<file path="config.mk">
export PLATFORM = sky130hd
export DESIGN_NAME = led_pattern_gen
export DESIGN_NICKNAME = d
export VERILOG_FILES = /design/src/rtl/led_pattern_gen.sv
export SDC_FILE = /design/constraint.sdc
export NUM_CORES = 1
export LEC_CHECK = 0
export BUFFER_PORTS_ARGS = -buffer_cell sky130_fd_sc_hd__buf_2
export CORE_ASPECT_RATIO = 0.8
export CORE_UTILIZATION = 34
export DETAILED_ROUTE_END_ITERATION = 8
export GPL_TIMING_DRIVEN = 1
export SYNTH_ARGS = -nofsm -noshare
export SYNTH_HDL_FRONTEND = slang
export SYNTH_SLANG_ARGS = --single-unit
</file>
<file path="constraint.sdc">
create_clock -name clk -period 2.02 [get_ports clk]
set_input_delay 0.101 -clock clk [delete_from_list [all_inputs] [get_ports clk]]
set_output_delay 0.101 -clock clk [all_outputs]
set_load 0.02 [all_outputs]
</file>
<file path="src/rtl/led_pattern_gen.sv">
// LED pattern generator.
// A prescaler divides the enabled clock down to one pattern step every DIV
// enabled cycles. Four patterns are selectable: alternate, rotate, ping-pong
// and binary count. A change of the mode input reloads the selected pattern's
// start value immediately. Outputs are registered.
// WIDTH must be even and at least 2; DIV must be at least 1.
module led_pattern_gen #(
    parameter int WIDTH = 8,
    parameter int DIV   = 25_000_000
) (
    input  logic             clk,
    input  logic             rst,
    input  logic             en,
    input  logic [1:0]       mode,
    output logic [WIDTH-1:0] led,
    output logic             step
);

    // A single-value prescaler (DIV=1) still needs a 1-bit counter.
    localparam int CNT_W = (DIV > 1) ? $clog2(DIV) : 1;
    localparam logic [CNT_W-1:0] CNT_MAX  = CNT_W'(DIV - 1);
    localparam logic [WIDTH-1:0] ALT_INIT = {WIDTH/2{2'b01}};
    localparam logic [WIDTH-1:0] ONE_HOT0 = WIDTH'(1);

    typedef enum logic [1:0] {
        MODE_ALT   = 2'd0,
        MODE_ROT   = 2'd1,
        MODE_PING  = 2'd2,
        MODE_COUNT = 2'd3
    } mode_t;

    // Ping-pong travel direction.
    typedef enum logic {
        DIR_LEFT  = 1'b0,
        DIR_RIGHT = 1'b1
    } dir_t;

    logic [CNT_W-1:0] r_cnt;
    mode_t            r_mode_q;
    dir_t             r_dir;

    logic             w_tick;
    logic             w_mode_chg;
    logic [WIDTH-1:0] w_led_next;
    dir_t             w_dir_next;
    logic [WIDTH-1:0] w_led_init;

    assign w_tick     = en && (r_cnt == CNT_MAX);
    assign w_mode_chg = (mode != r_mode_q);

    // Start value of the pattern being switched to.
    always_comb begin
        w_led_init = ALT_INIT;
        case (mode_t'(mode))
            MODE_ALT:   w_led_init = ALT_INIT;
            MODE_ROT:   w_led_init = ONE_HOT0;
            MODE_PING:  w_led_init = ONE_HOT0;
            MODE_COUNT: w_led_init = '0;
            default:    w_led_init = ALT_INIT;
        endcase
    end

    // Next pattern value and ping-pong direction for a tick in the current mode.
    // The direction flips on the same step that lands on an endpoint, so each
    // endpoint is shown for exactly one step per bounce.
    always_comb begin
        w_led_next = led;
        w_dir_next = r_dir;
        case (r_mode_q)
            MODE_ALT: begin
                w_led_next = ~led;
            end
            MODE_ROT: begin
                w_led_next = {led[WIDTH-2:0], led[WIDTH-1]};
            end
            MODE_PING: begin
                if (r_dir == DIR_LEFT) begin
                    w_led_next = led << 1;
                    if (w_led_next[WIDTH-1]) begin
                        w_dir_next = DIR_RIGHT;
                    end
                end else begin
                    w_led_next = led >> 1;
                    if (w_led_next[0]) begin
                        w_dir_next = DIR_LEFT;
                    end
                end
            end
            MODE_COUNT: begin
                w_led_next = led + WIDTH'(1);
            end
            default: begin
                w_led_next = led;
            end
        endcase
    end

    // State update, priority: reset, mode change, tick, hold.
    always_ff @(posedge clk) begin
        if (rst) begin
            led      <= ALT_INIT;
            r_cnt    <= '0;
            r_mode_q <= MODE_ALT;
            r_dir    <= DIR_LEFT;
            step     <= 1'b0;
        end else if (w_mode_chg) begin
            led      <= w_led_init;
            r_cnt    <= '0;
            r_mode_q <= mode_t'(mode);
            r_dir    <= DIR_LEFT;
            step     <= 1'b0;
        end else if (en) begin
            step <= w_tick;
            if (w_tick) begin
                r_cnt <= '0;
                led   <= w_led_next;
                r_dir <= w_dir_next;
            end else begin
                r_cnt <= r_cnt + CNT_W'(1);
            end
        end else begin
            step <= 1'b0;
        end
    end

endmodule
</file>
==> flow_summary_export.csv <==
group,metric,value,unit
logic_synthesis,synth_compound_area_frac,0.162,
sta,rsz0062_at_grt,"true",
logic_synthesis,synth_seq_area_share,0.355,
logic_synthesis,synth_top_family_by_area,"simple AND/OR/NAND/NOR gates",
place,dp_hpwl,3660,um
setup_path,startpoint_type,"flip-flop",
setup_path,slowest_stage,"or4_4",
sta,tns,0,ps
finish,num_antenna_cells,0,
logic_synthesis,yosys.area_share.simple,0.313,
setup_path,cpPeakStageDelay,560,ps
sta,drv_slew,0,
cts,clk_path_buf_depth,2,
global_route,overflow,0,
setup_path,endpoint_kind,"flip-flop",
routing,drt_pass1_iterations,5,
floorplanning,die_y,72.1,um
routing,drc_errors,0,
logic_synthesis,syn_area,2090,um2
global_route,grt_pass1_vias,1618,
setup_path,cp_max_fo,5,
global_route,grt_pass1_wl,8210,um
finish,area_delta_synth_final,21.6,%
cts,worstSkewPairLatency,300,ps
logic_synthesis,synthAdderAreaFrac,0.0120,
global_route,use_met3,0.0592,
finish,final_util,0.429,
cts,cts-root-buf,"clkbuf_8",
setup_path,critPathArrivalTime,2180,ps
global_route,grt_max_degree,24,
sta,timing.fmax,0.509,GHz
logic_synthesis,synth-xor-area-share,0.0965,
routing,drt_iter0_drc,143,
finish,drive_gt1_frac,0.195,
setup_path,path_cells,"or4_4, nor4_4, buf_4, and3_4, a31oi_4, o31ai_1",
finish,final_nets,298,
logic_synthesis,synth_top_flop_cell,"dfxtp_1",
setup_path,crit_end,"led[0]",
routing,drt-total-wl,4940,um
setup_path,reg2regPathDepth,6,
global_route,top_usage_layer,"met1",
logic_synthesis,yosys.cell_types.count,53,
power,ir_worst_vdd,0.000279,V
global_route,antenna_found_initial,0,
routing,avgViaCountPerCell,5.26,
setup_path,critPathKind,"reg -> reg",
flow_run,maxCapViolCount,0,
place,port_buffers,13,
place,gp_congestion,0.881,
sta,slew_headroom,0.587,
worst_hold_path,hp-class,"in -> reg",
sta,hold_viol_final,0,
logic_synthesis,synth_edf_count,0,
routing,drt.antenna.violating_nets,0,
global_route,grtUsageMet1,0.266,
sta,fin_skew,6.63,ps
sta,holdWs,24.8,ps
cts,numCtsBuffers,5,
setup_path,r2r_slack,60,ps
finish,layout_common_cells,"dfxtp_1 (35), nor2_1 (34), buf_4 (19), xnor2_1 (18), nand2_1 (17)",
routing,via_count,1962,
cts,clock_sinks,37,
routing,wl_per_cell,13.3,um
logic_synthesis,synth_fp_nets,272,
logic_synthesis,async_flop_share,0,
finish,layout_commonest_cell,"dfxtp_1",
logic_synthesis,syn-instance-count,265,
sta,min_period_over_period,0.972,
global_route,track_usage,0.169,
power,cellPowerDensity,671,nW/um2
cts,h-tree-depth,2,
sta,tightestPinTransition,612,ps
global_route,met2_usage,0.210,
logic_synthesis,synth.mux.area_fraction,0.0144,
sta,setup_viol,0,
setup_path,crit_required,2240,ps
status,run_status,"finished clean",
floorplanning,die_x,89.6,um
cts,clk_pin_slew_worst_paths,80,ps
logic_synthesis,synth-seq-cells,37,
setup_path,r2r-end,"led[0]",
setup_path,reg2reg_from,"r_cnt[6]",
logic_synthesis,syn_area_per_cell,7.88,um2
worst_hold_path,min_delay_path_depth,2,
power,leakagePower,0.821,nW
floorplanning,rows,25,
floorplanning,core_area,5910,um2
cts,cts_tree,"yes",
logic_synthesis,yosys_warnings,0,
floorplanning,initial_core_util,0.353,
sta,fin_crit,1960,ps
setup_path,cp-startpoint,"r_cnt[6]",
floorplanning,die_area,6460,um2
floorplanning,boundaryPins,14,
[where the power goes]
part           leakage, nW  switching, mW  internal [mW]  total, mW
logic                0.451         0.0908         0.0613      0.152
clock network       0.0687          0.295          0.497      0.793
registers            0.301         0.0184          0.739      0.758
total                0.821          0.404           1.30       1.70
[registers in the layout (all words and copies together) (netlist names)]
signal,cells
r_mode_q,2
step,1
r_cnt,25
r_dir,1
led,8
[area by class of cell]
cell class	count	area, um2
fillers	606	3370
clock buffers	5	68.8
repair buffers	33	228
flip-flops and latches	37	746
well taps	81	101
clock inverters	3	68.8
inverters	12	45.0
multi-input cells	202	1280
[stage by stage]
stage	cells	setup slack [ps]	cell area, um2	total power [mW]
finish	373	56.4	2540	1.70
global route	373	-58.4	2540	1.77
CTS	372	54.8	2500	1.71
detailed placement	364	88.9	2360	0.922
global placement	364	106	2360	0.924
floorplan	265	5.87	2090	0.870
[cells by family (layout without fill, tap and decap cells)]
family,Yosys count,in the layout
buf+inv,26,53
fa+ha+maj,2,2
xor+xnor,23,23
mux,3,3
flops,37,37
simple gates,122,122
compound gates,52,52
[worst min path at each step]
stage | slack [ps] | from | end
after global routing | 20 | rst | r_mode_q[1]
after detailed placement | 340 | rst | r_mode_q[0]
after global placement | 340 | rst | r_mode_q[1]
after floorplan | 170 | rst | r_mode_q[0]
after CTS | 20 | rst | r_mode_q[0]
final | 20 | rst | r_mode_q[0]
[synthesized netlist by cell type, types with 2 or more instances]
cell | number | share of area
a211oi_1 | 3 | 0.011
nor3_1 | 12 | 0.029
nand3_1 | 10 | 0.024
o21ai_0 | 13 | 0.031
nand2b_1 | 7 | 0.021
nand4_1 | 9 | 0.027
mux2i_1 | 3 | 0.014
or3_1 | 2 | 0.0060
a221oi_1 | 2 | 0.0084
and3_1 | 4 | 0.012
inv_1 | 12 | 0.022
buf_1 | 3 | 0.0054
and4_1 | 2 | 0.0084
a31oi_1 | 2 | 0.0060
dfxtp_1 | 37 | 0.35
nor2_1 | 35 | 0.063
ha_1 | 2 | 0.012
nor2b_1 | 3 | 0.0090
nand3b_1 | 3 | 0.011
clkbuf_1 | 10 | 0.018
nand2_1 | 17 | 0.031
nor4_1 | 7 | 0.021
xor2_1 | 5 | 0.021
a21oi_1 | 16 | 0.038
xnor2_1 | 18 | 0.075
[timing repair]
item	CTS	global route
hold buffers	0	0
setup endpoints to repair	0	2
buffers inserted	0	1
gates resized for setup	0	10
[layer usage]
layer	routed length [um]	part of all wire
met2	1920	0.39
met1	2540	0.51
met3	434	0.088
met4	46	0.0093
met5	0	0
[critical path: cells and delay by family, from the launching register on]
family	cells	cell delay (ps)
compound gates	2	310
buf+inv	1	180
flops	1	330
simple gates	3	1070
Note: power is estimated with default switching activity, not from simulation.
